==> src/rtl/loa_err_monitor.sv <==
`default_nettype none
// ============================================================================
// Module      : loa_err_monitor
// Description : Error-statistics monitor for the lower-part-OR approximate
//               adder over a window of 2^N_LOG handshaked operand pairs.
// Revision    : 1.0 - initial release
// ============================================================================
module loa_err_monitor #(
    parameter int W     = 4,
    parameter int P     = 3,
    parameter int N_LOG = 8
) (
    input  logic               clk,
    input  logic               rst,
    input  logic               start_i,
    input  logic               in_valid_i,
    output logic               in_ready_o,
    input  logic [W-1:0]       a_i,
    input  logic [W-1:0]       b_i,
    output logic [N_LOG:0]     err_count_o,
    output logic [W+N_LOG:0]   err_sum_o,
    output logic [W:0]         err_max_o,
    output logic [W:0]         mean_ed_o,
    output logic               done_o
);

    localparam logic [N_LOG:0] c_LAST = (N_LOG+1)'((1 << N_LOG) - 1);

    typedef enum logic [1:0] {
        S_IDLE  = 2'd0,
        S_RUN   = 2'd1,
        S_DRAIN = 2'd2,
        S_DONE  = 2'd3
    } state_t;

    state_t             state_q, state_d;
    logic [N_LOG:0]     sample_cnt_q;
    logic [W-1:0]       a_q, b_q;
    logic               s1_valid_q;
    logic [N_LOG:0]     err_count_q;
    logic [W+N_LOG:0]   err_sum_q;
    logic [W:0]         err_max_q;

    logic               w_hs;
    logic               w_open;
    logic [W:0]         w_approx;
    logic [W:0]         w_exact;
    logic [W:0]         w_ed;

    assign w_hs   = in_valid_i & in_ready_o;
    // start is only honoured when no window is in flight
    assign w_open = start_i & ((state_q == S_IDLE) | (state_q == S_DONE));

    // ------------------------------------------------------------------
    // Window control FSM
    // ------------------------------------------------------------------
    always_ff @(posedge clk) begin
        if (rst) begin
            state_q <= S_IDLE;
        end else begin
            state_q <= state_d;
        end
    end

    always_comb begin
        state_d = state_q;
        case (state_q)
            S_IDLE:  if (start_i) state_d = S_RUN;
            S_RUN:   if (w_hs && (sample_cnt_q == c_LAST)) state_d = S_DRAIN;
            S_DRAIN: state_d = S_DONE;
            S_DONE:  if (start_i) state_d = S_RUN;
            default: state_d = S_IDLE;
        endcase
    end

    assign in_ready_o = (state_q == S_RUN);
    assign done_o     = (state_q == S_DONE);

    // ------------------------------------------------------------------
    // Stage 2: approximate vs exact sum of the registered pair
    // ------------------------------------------------------------------
    always_comb begin
        logic c;
        w_approx = '0;
        c        = 1'b0;
        for (int i = 0; i < W; i++) begin
            if (i < P) begin
                w_approx[i] = a_q[i] | b_q[i];
            end else begin
                w_approx[i] = a_q[i] ^ b_q[i] ^ c;
                c           = (a_q[i] & b_q[i]) | ((a_q[i] ^ b_q[i]) & c);
            end
            // the top OR bit seeds the exact upper part
            if ((P > 0) && (i == P - 1)) begin
                c = a_q[i] & b_q[i];
            end
        end
        w_approx[W] = c;
    end

    assign w_exact = {1'b0, a_q} + {1'b0, b_q};
    assign w_ed    = (w_exact >= w_approx) ? (w_exact - w_approx)
                                           : (w_approx - w_exact);

    // ------------------------------------------------------------------
    // Stage 1 capture and statistics accumulation
    // ------------------------------------------------------------------
    always_ff @(posedge clk) begin
        if (rst) begin
            sample_cnt_q <= '0;
            a_q          <= '0;
            b_q          <= '0;
            s1_valid_q   <= 1'b0;
            err_count_q  <= '0;
            err_sum_q    <= '0;
            err_max_q    <= '0;
        end else if (w_open) begin
            sample_cnt_q <= '0;
            s1_valid_q   <= 1'b0;
            err_count_q  <= '0;
            err_sum_q    <= '0;
            err_max_q    <= '0;
        end else begin
            if (w_hs) begin
                a_q          <= a_i;
                b_q          <= b_i;
                sample_cnt_q <= sample_cnt_q + 1'b1;
            end
            s1_valid_q <= w_hs;
            if (s1_valid_q) begin
                err_sum_q   <= err_sum_q + (W+N_LOG+1)'(w_ed);
                err_count_q <= err_count_q + (N_LOG+1)'(w_ed != '0);
                if (w_ed > err_max_q) begin
                    err_max_q <= w_ed;
                end
            end
        end
    end

    assign err_count_o = err_count_q;
    assign err_sum_o   = err_sum_q;
    assign err_max_o   = err_max_q;
    assign mean_ed_o   = err_sum_q[N_LOG +: W+1];

endmodule
`default_nettype wire

==> config.mk <==
export PLATFORM = sky130hd
export DESIGN_NAME = loa_err_monitor
export DESIGN_NICKNAME = d
export VERILOG_FILES = /design/src/rtl/loa_err_monitor.sv
export SDC_FILE = /design/constraint.sdc
export NUM_CORES = 1
export LEC_CHECK = 0
export CAP_MARGIN = 25
export CORE_MARGIN = 2
export CORE_UTILIZATION = 40
export CTS_CLUSTER_DIAMETER = 60
export DETAILED_ROUTE_END_ITERATION = 8
export MAX_ROUTING_LAYER = met4
export PLACE_DENSITY = 0.69
export SYNTH_ARGS = -nofsm -noshare
export SYNTH_HDL_FRONTEND = slang
export SYNTH_SLANG_ARGS = --single-unit
==> constraint.sdc <==
create_clock -name clk -period 6.7 [get_ports clk]
set_input_delay 1.34 -clock clk [delete_from_list [all_inputs] [get_ports clk]]
set_output_delay 1.34 -clock clk [all_outputs]
set_load 0.05 [all_outputs]
# After elaboration in Yosys (flattened, before gate mapping)
# Index checks and enable logic that the tools add are counted.
# classes
add_sub_neg,6
magnitude_cmp,2
n_eq_ne,6
muxes,4
n_bitwise,13
reduce_logical,8
# ops
cell,count
$add A13 B5 Y13,1
$sub A5 B5 Y5,2
$add A9 B1 Y9,1
$add A9 B1 Y9 const B,1
$eq A9 B8 Y1 const B,1
$pmux W2 S3,1
$reduce_and A2 Y1,3
$add A4 B4 Y5,1
$and A1 B1 Y1,5
$ge A5 B5 Y1,1
$gt A5 B5 Y1,1
$mux W5,1
$or A1 B1 Y1,5
$reduce_bool A5 Y1,1
$eq A2 B2 Y1 const B,2
$mux W2,2
$ne A2 B1 Y1 const B,2
$reduce_or A2 Y1,2
$eq A2 B1 Y1 const B,1
$logic_not A2 Y1,1
$xor A1 B1 Y1,2
$logic_and A1 B1 Y1,1
$not A1 Y1,1
# totals
regBits,47
inputBits,12
out_inout_bits,34
elab_cells,47

# Logic depth before layout (Yosys ltp)
# Gate-level depths: netlist of run 1.
# logic_depth
depth_word,7
depth_mapped,22
mapped_depth_nobuf,21

# Worst setup path before layout of run 1
# No wires, ideal clock.
# synth_path
path_type,reg2reg
from,reg a_q[0]
to,reg err_max_q[0] (netlist: err_max_o[0])
setup_ps,72
arrival_ps,4588
t_required_ps,6628
setup_slack_ps,2041
path_stages_with_launch,18
path_buffers,1
synth_period_minus_slack_ps,4659
path_cell_list,dfxtp_1 nand2_1 fa_1 ha_1 ha_1 or3_4 o221ai_4 and3_1 clkbuf_1 o31ai_1 a21oi_1 mux2_2 ha_1 nor4b_1 o41ai_1 or3_1 a31oi_2 mux2i_1
# synth_via
elab_chain_cells,5
elab_cells_between_ends,8
classes_between,3 x add/sub; 2 x order compare; 1 x mux; 1 x bitwise; 1 x reduce/logical
# synth_lines
element,line,source
start: declaration,38,"logic [W-1:0] a_q, b_q;"
start signal: assignment,125,a_q <= a_i;
$add A4 B4 Y5 or $or A1 B1 Y1 (tied branches),"101, 88",
$sub A5 B5 Y5 (tied with other cells),103,: (w_approx - w_exact);
$mux W5 (*),102,assign w_ed = (w_exact >= w_approx) ? (w_exact - w_approx)
net w_ed[4],48,logic [W:0] w_ed;
$gt A5 B5 Y1 (*),133,if (w_ed > err_max_q) begin
$reduce_and A2 Y1 (no source line) (*),-,
end signal: assignment,134,err_max_q <= w_ed;
end: declaration,42,logic [W:0] err_max_q;
# The timed path passes the listed nets; every way through them passes the cells marked *.
# A chain may end at the register's enable or synchronous reset.

# Worst setup path after layout of run 1
# layout_path
from,reg a_q[0]
to,reg err_max_q[1] (netlist: err_max_o[1])
# Same word-level chain as after synthesis.

==> metrics.txt, run 1 <==
hold path depth 2; # Post-CTS Setup Buffers 0; setup ws final roughly 1.7 ns; # hold bufs at CTS 0; CTS buffer count 5; most used cell, CP ha_1; register share of total power 27.5%; GP Congestion just over 0.8; Worst Hold Class reg -> reg; ANT nets after route 0; Primary FF master, synth dfxtp_1; Ports 46; Yosys warnings 0; WS Path Type reg -> reg; Worst Path Arrival 5.26 ns; layout cells sized above 1 under 10%; syn avg cell area a little over 8 um^2; DR WL/cell between 10 and 15 um; Slew Limit Fails 0; most frequent cells in the layout nand2_1, dfxtp_1, clkdlybuf4s50_1; Worst-Margin Slew roughly 0.7 ns; initial antenna violation count 0; PortBufs 45; vias in the first global route approximately 2200; CTS tree yes; H-tree levels 2; Syn Nets between 400 and 500; Setup crit start a_q[0]; CTS sink cnt 47; gr ovfl total 0; Root Buffer clkbuf_8; final hold vios 0; Slew headroom roughly 52%; Reg2Reg Depth 16; crit-path max cell delay between 0.5 and 0.6 ns; DR DRC count 0; worst hold start sample_cnt_q[1]; clock share of power 17.7%; DP HPWL roughly 4600 um; RSZ-0062 raised after global routing no; sw frac a little over two fifths; worst vdd ir around 0.17 mV; Die H 90.3 um; CP max stage cell fa_1; Reg2Reg Capture Point err_max_o[1]; Layout area overhead 20.3%; worst reg2reg setup slack approximately 1.7 ns; final wirelength just under 6000 um; worst-path cell chain nand2_1, fa_1, ha_1, ha_1, or3_4, o221ai_4, and3_1, o31ai_1, a21oi_1, mux2_2, ha_1, and4_1, o41ai_1, o31ai_1, a31oi_2, mux2i_1; Net count, final about 440; Req. time, crit path 6.93 ns; vias 2513; TNS Setup 0 ns; Die ar. around 8200 um^2; Unique masters post-synth 54; first-pass GRT wire length between 10000 and 15000 um; Post-Synthesis Cells 360; Place WS roughly 1.7 ns; worst hold endpoint sample_cnt_q[1]; Initial Util a little over 40%; Crit. End Element flop; Final Cycle Share 75.2%; #FFs+latches synth 47; Resized cells post-CTS 0; largest net degree at the start of global routing 32; combinational group share of total power a little over half; critical path peak fanout 6; max-cap check violation count 0; Overall Global Routing Usage between 10% and 20%; Fin Clk Skew about 0.0047 ns; Die Wd 90.3 um; NetSw a little under 0.0005 W; pwr/cell area approximately 320 nW/um^2; drt pass-1 iters 4; Iteration-0 DRC Markers a little under 100; post-synthesis sequential area ratio a little under a third; core area 7250 um^2; Reg-to-Reg Start a_q[0]; final setup fails 0; Longest Clk Path Bufs 2; Min Clock Period, post-route slightly above 5 ns; Cell Rows 31; Clock transition at path regs roughly 0.080 ns; Max Fclk just under 200 MHz; Vias/cell ~5; most common cell after layout, fill and taps aside nand2_1; clock latency on the worst-skew pair 0.30 ns; internal power between 0.0006 and 0.0007 W; Critical Path Start Type flop; cell leakage power 1.39 nW; Power Total between 0.001 and 0.0015 W; cell area after synthesis between 2000 and 3000 um^2; diode count 0; asr flop ratio synth 0%; EDFF count, synth 0; WHS 0.481 ns; status completed
[state kept, by name (all words and copies together) (netlist names)]
| name | count |
|---|---|
| sample_cnt_q | 9 |
| a_q | 4 |
| err_sum_o | 13 |
| err_count_o | 9 |
| err_max_o | 5 |
| s1_valid_q | 1 |
| state_q | 2 |
| b_q | 4 |
[layout make-up]
type                            count  area (um^2)
Inverter                           28          105
Clock inverter                      2         37.5
Clock buffer                        5         68.8
Fill cell                         728         3670
Multi-Input combinational cell    268         1840
Tap cell                           99          124
Timing Repair Buffer               47          465
Sequential cell                    47          941
[worst max-delay path, delay by kind of cell (launching register included)]
family / cells / cell delay [ns]
flops: 1 / 0.39
simple gates: 4 / 1.01
mux: 2 / 0.65
compound gates: 6 / 1.45
fa+ha+maj: 4 / 1.46
[metrics by stage]
step | area [um^2] | instances | util, %
2_1_floorplan | 2980 | 360 | -
3_3_place_gp | 3480 | 489 | 48.0
3_5_place_dp | 3480 | 489 | 48.0
4_1_cts | 3590 | 496 | 49.4
5_1_grt | 3590 | 496 | 49.4
6_report | 3590 | 496 | 49.4
[power groups by stage]
stage	clock [W]	combinational (W)	sequential, W
finish	0.000205	0.000634	0.000318
global route	0.000218	0.000710	0.000321
CTS	0.000209	0.000636	0.000318
detailed placement	0	0.000628	0.000325
global placement	0	0.000614	0.000324
floorplan	0	0.000508	0.000328
[worst max-delay path by stage]
stage | cells after the start | to
6_report | 16 | err_max_o[1]
5_1_grt | 19 | err_sum_o[11]
4_1_cts | 16 | err_max_o[1]
3_5_place_dp | 16 | err_max_o[1]
3_3_place_gp | 16 | err_max_o[4]
2_1_floorplan | 17 | err_max_o[0]
[kinds of logic (layout without fill, tap and decap cells)]
logic type,count (synthesis),in the layout,synth area share [%]
buffers and inverters,45,82,6.55
other,1,1,0.126
multiplexers,13,13,4.41
flip-flops,47,47,31.6
AO/OA/AOI/OAI,75,75,16.8
adder cells (fa/ha/maj),30,30,13.6
AND/OR/NAND/NOR,131,131,21.7
XOR/XNOR,18,18,5.29
[layer usage]
metal,vias to the layer above,GRT usage (%),wire length [um]
li1,1309,-,-
met1,1154,20.4,2950
met2,44,23.9,2680
met3,6,3.01,237
met4,0,4.62,80
met5,-,-,0
[synth_stat cells, drive strengths merged (8+ instances only)]
| library cell | n | share of area (%) |
|---|---|---|
| nand4 | 8 | 1.7 |
| a21oi | 32 | 5.5 |
| nand2 | 51 | 6.4 |
| o21ai | 10 | 1.7 |
| or3 | 9 | 2.1 |
| clkbuf | 11 | 1.4 |
| xor2 | 12 | 3.5 |
| inv | 28 | 3.5 |
| dfxtp | 47 | 32 |
| mux2i | 12 | 4.0 |
| nand3 | 8 | 1.3 |
| nor2 | 30 | 4.0 |
| ha | 26 | 11 |
Power figures use the tool's default switching activity.
==> run 2: changes to the inputs <==
Clock period 6.7 ns to 5.1 ns, I/O delays scaled along.
==> metrics.txt, run 2 (synthesized netlist as in run 1, its figures left out) <==
Die Wd 90.3 um (unchanged); max FFs per register 13 (unchanged); DP HPWL 4630 um (+1.2%); first-pass GRT wire length 10400 um (+1.4%); Longest Clk Path Bufs 2 (unchanged); most frequent cells in the layout nand2_1, dfxtp_1, clkdlybuf4s50_1; CP max stage cell fa_1; sw frac 41.7% (-0.99 points); layout cells sized above 1 8.23% (+2.2 points); core area 7250 um^2 (unchanged); Crit. End Element flop; Die H 90.3 um (unchanged); Ports 46 (unchanged); critical path buffer and inverter count 0 (unchanged); Vias/cell 5.12 (+1.0%); worst vdd ir 0.252 mV (+50%); Overall Global Routing Usage 15.6% (+0.21 points); clock latency on the worst-skew pair 0.31 ns (about the same); vias 2559 (+1.8%); Net count, final 442 (+0.68%); Slew Limit Fails 0 (unchanged); Worst-Margin Slew 0.654 ns (-0.0610 ns); Setup crit start a_q[0]; Worst Hold Class reg -> reg; ANT nets after route 0 (unchanged); WS Path Type reg -> reg; internal power 0.000971 W (+46%); CTS buffer count 5 (unchanged); Fin Clk Skew 0.00684 ns (+0.00209 ns); largest net degree at the start of global routing 32 (unchanged); Root Buffer clkbuf_8; most used cell, CP ha_1; clock share of power 20.1% (+2.4 points); drt pass-1 iters 7 (+3); CTS sink cnt 47 (unchanged); worst hold start a_q[1]; Final Cycle Share 95.4% (+20 points); status completed; final hold vios 0 (unchanged); max-cap check violation count 0 (unchanged); Worst Path Arrival 5.10 ns (-0.16 ns); crit-path leading delay family adder cells; register share of total power 25.1% (-2.4 points); final setup fails 0 (unchanged); cell leakage power 1.43 nW (+2.8%); Reg-to-Reg Start a_q[0]; PortBufs 45 (unchanged); Cell Rows 31 (unchanged); Req. time, crit path 5.33 ns (-1.60 ns); GP Congestion 0.844 (+2.0%); crit-path max cell delay 0.52 ns (about the same); Max Fclk 205 MHz (+3.5%); CTS tree yes; DR DRC count 0 (unchanged); final wirelength 6130 um (+2.9%); DR WL/cell 12.3 um (+2.1%); Clock transition at path regs 0.09 ns (about the same); RSZ-0062 raised after global routing no; Die ar. 8160 um^2 (unchanged); diode count 0 (unchanged); combinational group share of total power 54.8% (about the same); Initial Util 41.1% (unchanged); Layout area overhead 23.6%; worst-path cell chain nand2_1, fa_1, ha_1, ha_1, or3_4, o221ai_4, and3_4, o31ai_1, a21oi_1, mux2_2, ha_1, nor4b_2, o41ai_2, or3_1, a31oi_4, mux2i_1; placed instance area 3480 um^2 (unchanged); Post-Layout Inst Area 3680 um^2 (+2.8%); NetSw 0.000695 W (+41%); H-tree levels 2 (unchanged); initial antenna violation count 0 (unchanged); most common cell after layout, fill and taps aside nand2_1; pwr/cell area 452 nW/um^2 (+40%); Iteration-0 DRC Markers 116 (+17%); Slew headroom 56.4% (+4.1 points); Critical Path Start Type flop; vias in the first global route 2321 (+4.6%); TNS Setup 0 ns (unchanged); critical path peak fanout 6 (unchanged); gr ovfl total 0 (unchanged); Min Clock Period, post-route 4.87 ns (-0.168 ns)
==> run 2: per-stage QoR <==
stage	worst slack [ns]	hold slack [ns]	total power (W)	instances	utilization (%)
4_1_cts	0.0889	0.481	0.00160	497	49.9
5_1_grt	0.00498	0.501	0.00180	500	50.8
3_5_place_dp	0.174	0.468	0.00125	489	48.0
6_report	0.233	0.476	0.00167	500	50.8
2_1_floorplan	0.441	0.453	0.00110	360	-
3_3_place_gp	0.306	0.459	0.00123	489	48.0
==> run 2: worst min-delay path, delay by kind of cell (launching register included) <==
| kind | cells | cell delay [ns] |
|---|---|---|
| compound gates | 1 | 0.05 |
| flops | 1 | 0.33 |
| simple gates | 1 | 0.05 |
==> run 2: final timing paths <==
check,end,slack (ns),cells past startpoint
setup / recovery,err_max_o[1],0.23,16
hold / removal,a_q[1],0.48,2
setup reg to reg,err_max_o[1],0.23,16
hold reg to reg,a_q[1],0.48,2
==> run 2: cell type report <==
class	instances	area, um^2
sequential	47	941
clock inverter	3	71.3
inverter	28	105
timing repair buffer	50	488
tap	99	124
multi-input combinational	268	1890
fill	714	3570
clock buffer	5	68.8
==> run 2: power groups by stage <==
stage	logic [W]	registers [W]	clock network (W)
detailed placement	0.000827	0.000426	0
finish	0.000913	0.000418	0.000335
global route	0.00102	0.000422	0.000358
global placement	0.000801	0.000426	0
floorplan	0.000667	0.000430	0
CTS	0.000835	0.000418	0.000346
==> run 2: what timing repair did <==
item / 4_1_cts / 5_1_grt
buffers inserted: 0 / 3
hold buffers: 0 / 0
resized for setup: 0 / 7
endpoints found under the setup margin: 0 / 7
==> run 2: per-layer routing <==
layer	vias up	track usage (%)	wire [um]
met4	0	4.49	94
li1	1318	-	-
met3	7	3.17	335
met5	-	-	0
met2	73	24.9	2820
met1	1161	20.1	2880
==> run 3: changes to the inputs <==
Settings changed: CAP_MARGIN 25 to not set, RECOVER_POWER set to 100.
Clock period 5.1 ns to 5.55 ns, I/O delays scaled along.
==> metrics.txt, run 3 (synthesized netlist as in run 1, its figures left out) <==
clock latency on the worst-skew pair 0.30 ns (about the same); CTS sink cnt 47 (unchanged); Place WS 0.618 ns (+0.445 ns); vias 2538 (-0.82%); # Post-CTS Setup Buffers 0 (unchanged); final setup fails 0 (unchanged); DR WL/cell 11.9 um (-2.8%); Vias/cell 5.11 (-0.22%); Cell Rows 31 (unchanged); max-cap check violation count 0 (unchanged); placed cell count 489 (unchanged); max FFs per register 13 (unchanged); TNS Setup 0 ns (unchanged); H-tree levels 2 (unchanged); gr ovfl total 0 (unchanged); clock share of power 16.2% (-3.9 points); final std cells w/o fill 497 (-0.60%); most used cell, CP ha_1; CP max stage cell fa_1; first-pass GRT wire length 10000 um (-3.8%); worst vdd ir 0.230 mV (-8.7%); Iteration-0 DRC Markers 126 (+8.6%); Root Buffer clkbuf_8; PortBufs 45 (unchanged); DP HPWL 4580 um (-1.0%); most common cell after layout, fill and taps aside nand2_1; sw frac 43.9% (+2.2 points); pwr/cell area 381 nW/um^2 (-16%); core area 7250 um^2 (unchanged); Min Clock Period, post-route 5.02 ns (+0.156 ns); Resized cells post-CTS 0 (unchanged); register share of total power 28.3% (+3.2 points); layout cells sized above 1 5.28% (-3.0 points); Worst Hold Class reg -> reg; most frequent cells in the layout nand2_1, dfxtp_1, dlygate4sd3_1; crit-path max cell delay 0.51 ns (about the same); Req. time, crit path 5.78 ns (+0.45 ns); internal power 0.000761 W (-22%); Layout area overhead 19.6%; Final Cycle Share 90.5% (-4.9 points); Longest Clk Path Bufs 2 (unchanged); combinational group share of total power 55.5% (+0.7 points); cell leakage power 1.50 nW (+5.0%); Clock transition at path regs 0.09 ns (about the same); final hold vios 0 (unchanged); setup ws final 0.527 ns (+0.294 ns); DR DRC count 0 (unchanged); fin util 49.1% (-1.7 points); Die Wd 90.3 um (unchanged); ANT nets after route 0 (unchanged); Worst Path Arrival 5.25 ns (+0.15 ns); vias in the first global route 2208 (-4.9%); Net count, final 439 (-0.68%); Worst-Margin Slew 1.33 ns (+0.681 ns); RSZ-0062 raised after global routing no; Fin Clk Skew 0.00970 ns (+0.00286 ns); WS Path Type reg -> reg; NetSw 0.000595 W (-14%); diode count 0 (unchanged); Crit. End Element flop; Die ar. 8160 um^2 (unchanged); CTS tree yes; CTS buffer count 5 (unchanged); critical path peak fanout 6 (unchanged); final wirelength 5920 um (-3.4%); Initial Util 41.1% (unchanged); Die H 90.3 um (unchanged); Slew headroom 11.0% (-45 points); Critical Path Start Type flop; initial antenna violation count 0 (unchanged); Slew Limit Fails 0 (unchanged); drt pass-1 iters 4 (-3); WHS 0.481 ns (+0.00512 ns); Ports 46 (unchanged); status completed; largest net degree at the start of global routing 32 (unchanged); worst-path cell chain nand2_1, fa_1, ha_1, ha_1, or3_4, o221ai_4, and3_1, o31ai_1, a21oi_1, mux2_1, ha_1, nor4b_1, o41ai_1, or3_1, a31oi_2, mux2i_1; GP Congestion 0.827 (-1.9%); Max Fclk 199 MHz (-3.1%); # hold bufs at CTS 0 (unchanged); Overall Global Routing Usage 15.0% (-0.58 points)
-- run 3: cell count changes in the layout (fill, tap and decap cells not counted), sizes merged --
cell           previous run  this run
clkbuf                    5         7
inv                      29        28
clkinv                    0         1
clkdlybuf4s50            45         9
bufinv                    2         0
dlygate4sd3               0        36
buf                       5         1
clkinvlp                  0         1
-- run 3: critical path, delay by kind of cell (launching register included) --
kind / cells / cell delay (ns)
compound gates: 5 / 1.02
fa+ha+maj: 4 / 1.50
flops: 1 / 0.39
mux: 2 / 0.66
simple gates: 5 / 1.40
-- run 3: worst paths after layout --
| path | end | cells past startpoint | slack, ns | startpoint |
|---|---|---|---|---|
| max | err_max_o[1] | 16 | 0.53 | a_q[0] |
| min | sample_cnt_q[1] | 2 | 0.48 | sample_cnt_q[1] |
| max reg2reg | err_max_o[1] | 16 | 0.53 | a_q[0] |
| min reg2reg | sample_cnt_q[1] | 2 | 0.48 | sample_cnt_q[1] |
-- run 3: layer usage --
layer	GRT usage [%]	vias up	share of wire, %	routed length (um)
met3	3.17	4	4.4	262
li1	-	1308	-	-
met4	4.23	0	1.1	63
met2	24.0	53	45	2680
met1	19.3	1173	49	2910
met5	-	-	0	0
-- run 3: through the flow --
step                      power, W  instance area (um^2)
after global routing       0.00147                  3560
final                      0.00136                  3560
after detailed placement   0.00115                  3480
after CTS                  0.00138                  3580
after floorplan            0.00101                  2980
after global placement     0.00113                  3480
-- run 3: cell type report --
type                    count  area [um^2]
multi-input cells         268         1830
inverters                  28          105
flip-flops and latches     47          941
clock inverters             2         16.3
fillers                   741         3690
well taps                  99          124
repair buffers             47          462
clock buffers               6         82.6
-- run 3: power by group through the flow --
stage | clock network [W] | logic (W) | registers, W
floorplan | 0 | 0.000613 | 0.000396
global placement | 0 | 0.000741 | 0.000391
detailed placement | 0 | 0.000760 | 0.000392
CTS | 0.000227 | 0.000766 | 0.000384
global route | 0.000238 | 0.000839 | 0.000388
finish | 0.000220 | 0.000752 | 0.000384
